File: src/rtl/axi4l_mem_master_pkg.sv
// Shared bus widths, FSM encoding and error data for the AXI4-Lite memory master.
package axi4l_mem_master_pkg;

  localparam int MEM_ADDR_W = 32;
  localparam int MEM_DATA_W = 32;

  localparam logic [2:0] ST_IDLE = 3'd0;
  localparam logic [2:0] ST_WR   = 3'd1;
  localparam logic [2:0] ST_RD_A = 3'd2;
  localparam logic [2:0] ST_RD_D = 3'd3;
  localparam logic [2:0] ST_RESP = 3'd4;

  localparam logic [31:0] ERR_DATA = 32'hDEAD_BEEF;

  function automatic logic is_busy(input logic [2:0] s);
    return (s == ST_WR) || (s == ST_RD_A) || (s == ST_RD_D);
  endfunction

endpackage

File: src/rtl/axi4l_mem_master.sv
// Single-outstanding core request port to AXI4-Lite master bridge.
// Optional bus timeout abort: AXI4L_MEM_MASTER_TIMEOUT_EN.
module axi4l_mem_master
  import axi4l_mem_master_pkg::*;
#(
  parameter int ADDR_W      = MEM_ADDR_W,
  parameter int DATA_W      = MEM_DATA_W,
  parameter int TIMEOUT_CYC = 255
) (
  input  logic                clk,
  input  logic                rst_n,
  input  logic                req_valid,
  output logic                req_ready,
  input  logic                req_we,
  input  logic [ADDR_W-1:0]   req_addr,
  input  logic [DATA_W-1:0]   req_wdata,
  input  logic [DATA_W/8-1:0] req_wstrb,
  output logic                resp_valid,
  output logic [DATA_W-1:0]   resp_rdata,
  output logic                resp_err,
  output logic [ADDR_W-1:0]   m_axi_awaddr,
  output logic                m_axi_awvalid,
  input  logic                m_axi_awready,
  output logic [DATA_W-1:0]   m_axi_wdata,
  output logic [DATA_W/8-1:0] m_axi_wstrb,
  output logic                m_axi_wvalid,
  input  logic                m_axi_wready,
  output logic [ADDR_W-1:0]   m_axi_araddr,
  output logic                m_axi_arvalid,
  input  logic                m_axi_arready,
  input  logic [DATA_W-1:0]   m_axi_rdata,
  input  logic                m_axi_rvalid,
  output logic                m_axi_rready
);

  logic [2:0]          r_state;
  logic [2:0]          w_state_base;
  logic [2:0]          w_state_nxt;
  logic [ADDR_W-1:0]   r_addr;
  logic [DATA_W-1:0]   r_wdata;
  logic [DATA_W/8-1:0] r_wstrb;
  logic [DATA_W-1:0]   r_rdata;
  logic                r_awvalid;
  logic                r_wvalid;
  logic                r_arvalid;

  logic w_idle;
  logic w_wr;
  logic w_rd_a;
  logic w_rd_d;
  logic w_resp;
  logic w_accept;
  logic w_wr_fin;
  logic w_cap;
  logic w_tmo;

  assign w_idle = (r_state == ST_IDLE);
  assign w_wr   = (r_state == ST_WR);
  assign w_rd_a = (r_state == ST_RD_A);
  assign w_rd_d = (r_state == ST_RD_D);
  assign w_resp = (r_state == ST_RESP);

  assign w_accept = req_valid & w_idle;

  // A channel whose valid already dropped has completed its handshake.
  assign w_wr_fin = (~r_awvalid | m_axi_awready)
                  & (~r_wvalid | m_axi_wready);

  assign w_cap = m_axi_rvalid
               & (w_rd_d | (w_rd_a & m_axi_arready));

  always_comb begin
    w_state_base = r_state;
    unique case (1'b1)
      w_idle: begin
        if (req_valid)
          w_state_base = req_we ? ST_WR : ST_RD_A;
      end
      w_wr: begin
        if (w_wr_fin)
          w_state_base = ST_RESP;
      end
      w_rd_a: begin
        if (m_axi_arready)
          w_state_base = m_axi_rvalid ? ST_RESP : ST_RD_D;
      end
      w_rd_d: begin
        if (m_axi_rvalid)
          w_state_base = ST_RESP;
      end
      w_resp: w_state_base = ST_IDLE;
      default: w_state_base = ST_IDLE;
    endcase
  end

`ifdef AXI4L_MEM_MASTER_TIMEOUT_EN
  localparam int TW = (TIMEOUT_CYC > 255) ? $clog2(TIMEOUT_CYC + 1) : 8;

  logic [TW-1:0] r_wait;
  logic          r_err;

  // Abort only when no progress is made in the cycle the limit is hit.
  assign w_tmo = is_busy(r_state)
               & (w_state_base == r_state)
               & (r_wait == TW'(TIMEOUT_CYC - 1));

  always_ff @(posedge clk or negedge rst_n) begin
    if (!rst_n) begin
      r_wait <= '0;
      r_err  <= 1'b0;
    end else begin
      if (w_state_nxt != r_state)
        r_wait <= '0;
      else if (is_busy(r_state))
        r_wait <= r_wait + 1'b1;
      if (w_accept)
        r_err <= 1'b0;
      else if (w_tmo)
        r_err <= 1'b1;
    end
  end

  assign resp_err = r_err & w_resp;
`else
  assign w_tmo    = 1'b0;
  assign resp_err = 1'b0;
`endif

  assign w_state_nxt = w_tmo ? ST_RESP : w_state_base;

  always_ff @(posedge clk or negedge rst_n) begin
    if (!rst_n) begin
      r_state   <= ST_IDLE;
      r_addr    <= '0;
      r_wdata   <= '0;
      r_wstrb   <= '0;
      r_rdata   <= '0;
      r_awvalid <= 1'b0;
      r_wvalid  <= 1'b0;
      r_arvalid <= 1'b0;
    end else begin
      r_state <= w_state_nxt;
      if (w_accept) begin
        r_addr    <= req_addr;
        r_wdata   <= req_wdata;
        r_wstrb   <= req_wstrb;
        r_awvalid <= req_we;
        r_wvalid  <= req_we;
        r_arvalid <= ~req_we;
      end
      if (r_awvalid & m_axi_awready)
        r_awvalid <= 1'b0;
      if (r_wvalid & m_axi_wready)
        r_wvalid <= 1'b0;
      if (r_arvalid & m_axi_arready)
        r_arvalid <= 1'b0;
      if (w_cap)
        r_rdata <= m_axi_rdata;
      if (w_tmo) begin
        r_awvalid <= 1'b0;
        r_wvalid  <= 1'b0;
        r_arvalid <= 1'b0;
        r_rdata   <= DATA_W'(ERR_DATA);
      end
    end
  end

  assign req_ready     = w_idle;
  assign resp_valid    = w_resp;
  assign resp_rdata    = r_rdata;
  assign m_axi_awaddr  = r_addr;
  assign m_axi_awvalid = r_awvalid;
  assign m_axi_wdata   = r_wdata;
  assign m_axi_wstrb   = r_wstrb;
  assign m_axi_wvalid  = r_wvalid;
  assign m_axi_araddr  = r_addr;
  assign m_axi_arvalid = r_arvalid;
  assign m_axi_rready  = w_rd_a | w_rd_d;

endmodule

File: config.mk
export PLATFORM = sky130hd
export DESIGN_NAME = axi4l_mem_master
export DESIGN_NICKNAME = d
export VERILOG_FILES = /design/src/rtl/axi4l_mem_master_pkg.sv /design/src/rtl/axi4l_mem_master.sv
export SDC_FILE = /design/constraint.sdc
export NUM_CORES = 1
export LEC_CHECK = 0
export ABC_AREA = 1
export CORE_MARGIN = 2
export CORE_UTILIZATION = 35
export CTS_BUF_LIST = sky130_fd_sc_hd__clkbuf_16
export CTS_CLUSTER_SIZE = 8
export DETAILED_ROUTE_END_ITERATION = 8
export HOLD_SLACK_MARGIN = 0.12
export PLACE_DENSITY = 0.77
export SLEW_MARGIN = 15
export SYNTH_ARGS = -nofsm -noshare
export SYNTH_HDL_FRONTEND = slang
export SYNTH_SLANG_ARGS = --single-unit
export TNS_END_PERCENT = 5
File: constraint.sdc
create_clock -name clk -period 1.2 [get_ports clk]
set_input_delay 0.24 -clock clk [delete_from_list [all_inputs] [get_ports clk]]
set_output_delay 0.24 -clock clk [all_outputs]
set_load 0.01 [all_outputs]
==> Word-level counts from Yosys, hierarchy flattened <==
Index checks and enable logic that the tools add are counted.
{ "totals": {"register_bits": 106, "input_bits": 108, "out_inout_bits": 139, "wordCells": 47} }
{ "op_classes": {"eq_ne": 8, "n_mux": 12, "n_bitwise": 14, "n_reduce_logical": 5} }
{ "op_table": {"columns": ["cell", "n"], "rows": [
  ["$mux 3", 5],
  ["$pmux 3 s4", 1],
  ["$and 1x1->1", 7],
  ["$eq 3x2->1 const B", 2],
  ["$ne 2x2->1 const B", 3],
  ["$reduce_bool 2->1", 3],
  ["$mux 1", 5],
  ["$or 1x1->1", 4],
  ["$reduce_and 4->1", 1],
  ["$eq 3x1->1 const B", 1],
  ["$eq 3x3->1 const B", 1],
  ["$logic_not 3->1", 1],
  ["$not 1->1", 3],
  ["$mux 2", 1],
  ["$ne 2x1->1 const B", 1]
]} }

==> Logic depth before layout (Yosys ltp) <==
{ "depth": {"word_depth": 5, "mapped_depth": 8, "mapped_depth_nobuf": 8} }

==> Worst setup path before layout <==
Ideal clock, no wire load.
{ "synth_path": {"kind": "register -> register", "start": "register r_state[0]", "end": "register r_wvalid, in the netlist m_axi_wvalid", "setup_ns": 0.121, "arrival_time_ns": 1.171, "required_ns": 1.079, "path_slack_ns": -0.092, "path_stages_with_launch": 8, "n_path_buf": 1, "cell_sequence": "dfrtp_1 nor2_2 nand2_2 nor2_8 inv_2 buf_4 nor2_2 a21oi_1"} }
{ "synth_between": {"elab_chain_len": 3} }
{ "synth_rtl": {"columns": ["item", "line", "rtl"], "rows": [
  ["start, declared", "axi4l_mem_master.sv:36", "logic [2:0] r_state;"],
  ["start signal, assigned", "axi4l_mem_master.sv:142", "r_state <= w_state_nxt;"],
  ["$logic_not 3->1", "axi4l_mem_master.sv:57", "assign w_idle = (r_state == ST_IDLE);"],
  ["$and 1x1->1", "axi4l_mem_master.sv:63", "assign w_accept = req_valid & w_idle;"],
  ["$reduce_bool 2->1 (no line)", null, null],
  ["end signal, assigned", "axi4l_mem_master.sv:148", "r_wvalid <= req_we;"],
  ["end, declared", "axi4l_mem_master.sv:44", "logic r_wvalid;"]
]} }
Every way passes these cells.
A chain may end at the register's enable or synchronous reset.

==> Worst setup path in the final report <==
{ "layout_path": {"start": "register r_state[1]", "end": "output port resp_valid"} }
{ "layout_between": {"elab_chain_len": 1} }
{ "layout_rtl": {"columns": ["item", "line", "rtl"], "rows": [
  ["$eq 3x3->1", "axi4l_mem_master.sv:61", "assign w_resp = (r_state == ST_RESP);"],
  ["end, declared", "axi4l_mem_master.sv:18", "output logic resp_valid,"]
]} }
Every way passes these cells.

==> metrics.md <==
| Metric | Value |
|---|---|
| Max Cap Viol | `0` |
| LEAKAGE | `3.848 nW` |
| Primary flip-flop cell chosen by synthesis mapping | `dfrtp_1` |
| WHS | `0.4117 ns` |
| TritonCTS clock tree | `yes` |
| First-pass GRT wire length | `21.04 mm` |
| Layout Area Growth over Synthesis | `57.97%` |
| Syn Area/Cell | `8.722 µm²` |
| Ant. Diodes | `0` |
| Sequential area share after synthesis | `0.5963` |
| Row cnt | `41` |
| Vias post-DR | `4,111` |
| Setup CP Type | `reg2out` |
| Worst skew pair latency | `0.34 ns` |
| Pins Over Slew Limit | `0` |
| Setup crit end | `resp_valid` |
| Crit path from | `r_state[1]` |
| Period minus WS final | `1.498 ns` |
| Final GP Congestion | `0.7808` |
| Worst Path Max Fanout | `4` |
| Initial antenna violation count | `0` |
| Worst vdd ir | `1208 µV` |
| DRC Markers | `0` |
| Placed Cells | `895` |
| Setup_tns | `-24.00 ns` |
| Fin cells | `928` |
| Final wirelength | `13.87 mm` |
| Antenna viol nets, final | `0` |
| Skew final | `0.005141 ns` |
| Reg2reg end | `resp_rdata[22]` |
| TritonCTS Sinks | `106` |
| Max Clk Rate | `667.4 MHz` |
| Synth Instances | `510` |
| Largest net degree at the start of global routing | `45` |
| Initial core utilization | `0.3554` |
| Reg-to-reg slack, setup | `-0.25 ns` |
| Worst Setup End Kind | `output pin` |
| Number of DRC markers in iteration 0 | `136` |
| Number of global-route vias before repair | `4,141` |
| Die Span Y | `116.7 µm` |
| Die width | `116.7 µm` |
| Netlist cell types | `19` |
| H-tree levels | `3` |
| Layout cells sized above 1 | `0.3056` |
| Hold Vio Cnt, Final | `0` |
| Port Buffers | `245` |
| CTS Buf Count | `9` |
| RSZ-0062 raised after global routing | `true` |
| Placed wire-length estimate | `9.412 mm` |
| Root Buffer | `clkbuf_16` |
| First-pass iteration count of the detailed router | `4` |
| Core Footprint | `12,520 µm²` |
| Die ar. | `13,630 µm²` |
| R2r worst-path depth | `9` |
| Status | `complete, but fails checks` |
| Critical path data required time | `0.96 ns` |
| Seq cells post-synth | `106` |
| Crit share post-route | `1.249` |
| Final WS setup | `-0.2983 ns` |
| DR WL/cell | `14.95 µm` |
| Clk buf depth | `2` |
| Clk pin slew, worst setup/hold paths | `0.07 ns` |
| I/O pins | `247` |
| Mapped Nets | `618` |
| Via-to-Cell Ratio | `4.430` |
| Asr flop ratio synth | `1.000` |
| Worst Setup Start Kind | `flip-flop` |
| Synth Cell Area | `4448 µm²` |
| Worst Hold Class | `in2async` |
| Ys Warns | `0` |
| Post-synth EDFFs | `0` |
| Power per cell area | `2514 nW/µm²` |
| Final setup viols | `110` |
| Gr usage total | `0.2026` |
| WP data arrival | `1.26 ns` |
| GRT Residual Overflow | `0` |
| Critical R2R Launch | `r_state[1]` |
| Failing checks | `negative setup slack` |
| Final net count | `860` |
area by class of cell:
| type | instances | area (µm²) |
|---|---|---|
| Clock buffer | 9 | 225.2 |
| Clock inverter | 6 | 82.58 |
| Fill cell | 1167 | 5490 |
| Inverter | 46 | 177.7 |
| Multi-Input combinational cell | 305 | 1360 |
| Sequential cell | 106 | 2654 |
| Tap cell | 172 | 215.2 |
| Timing Repair Buffer | 284 | 2312 |
state kept, by name, indices dropped and copies added (netlist names):
name	cells
m_axi_araddr	32
m_axi_arvalid	1
m_axi_awvalid	1
m_axi_wdata	32
m_axi_wstrb	4
m_axi_wvalid	1
r_state	3
resp_rdata	32
worst max-delay path, stage by stage (launching register included):
cell and delay (ns):
dfrtp_2 0.46, buf_6 0.14, nor3_4 0.19, buf_6 0.13
per-stage QoR:
step,util,area [µm²],setup slack (ns),power (W)
6_report,0.5614,7027,-0.2983,0.01766
5_1_grt,0.5614,7027,-0.3423,0.01896
4_1_cts,0.5556,6954,-0.2723,0.01765
3_5_place_dp,0.5561,6960,-0.3450,0.01564
3_3_place_gp,0.5561,6960,-0.2902,0.01535
2_1_floorplan,-,4474,-0.05974,0.01053
cells in the mapped netlist, types with 2 or more instances:
cell type	n	area [µm²]
a21oi_1	3	15.01
o21ai_1	32	160.2
inv_2	2	7.510
dfrtp_1	106	2653
buf_2	12	60.06
buf_4	41	307.8
nand2_1	250	938.4
nor2_2	2	12.51
inv_1	44	165.2
nand3_1	9	45.04
placed cells by master (no fill, tap or decap), drive strengths merged, types with 2 or more instances in the layout:
cell	instances
nand2	251
buf	176
clkdlybuf4s50	106
dfrtp	106
inv	46
o21ai	33
clkbuf	10
nand3	9
nor2	5
clkinv	4
a21oi	3
bufinv	2
layer usage:
metal / GRT usage / wire length, µm
met4: 0.06118 / 219
met2: 0.3669 / 7257
met5: 0 / 0
met1: 0.2360 / 5310
met3: 0.05138 / 1082
how the worst min path moves through the flow:
| stage | from | endpoint |
|---|---|---|
| 3_5_place_dp | rst_n | resp_rdata[21] |
| 2_1_floorplan | rst_n | m_axi_araddr[0] |
| 3_3_place_gp | rst_n | resp_rdata[21] |
| 6_report | rst_n | resp_rdata[21] |
| 5_1_grt | req_addr[21] | m_axi_araddr[21] |
| 4_1_cts | rst_n | resp_rdata[21] |
power breakdown:
| group | total [W] | switching [W] | internal [W] |
|---|---|---|---|
| Sequential | 0.00632 | 0.00107 | 0.00526 |
| Combinational | 0.00829 | 0.00451 | 0.00378 |
| Clock | 0.00305 | 0.00125 | 0.00181 |
kinds of logic (layout without fill, tap and decap cells):
| logic type | after synthesis | count (layout) | synth area share |
|---|---|---|---|
| and+or+nand+nor | 266 | 266 | 0.2343 |
| buffers and inverters | 99 | 345 | 0.1215 |
| other | 1 | 1 | 0.0008431 |
| AOI/OAI and AO/OA | 38 | 38 | 0.04697 |
| DFF | 106 | 106 | 0.5963 |
repair_timing:
item                                    4_1_cts  5_1_grt
hold buffers                                  1        0
setup buffers                                11        0
endpoints found under the setup margin      244      117
pin swaps                                    21        6
hold endpoints to repair                    106        0
cloned                                        6        0
gates resized for setup                     568       40
(Power assumes the default switching activity.)
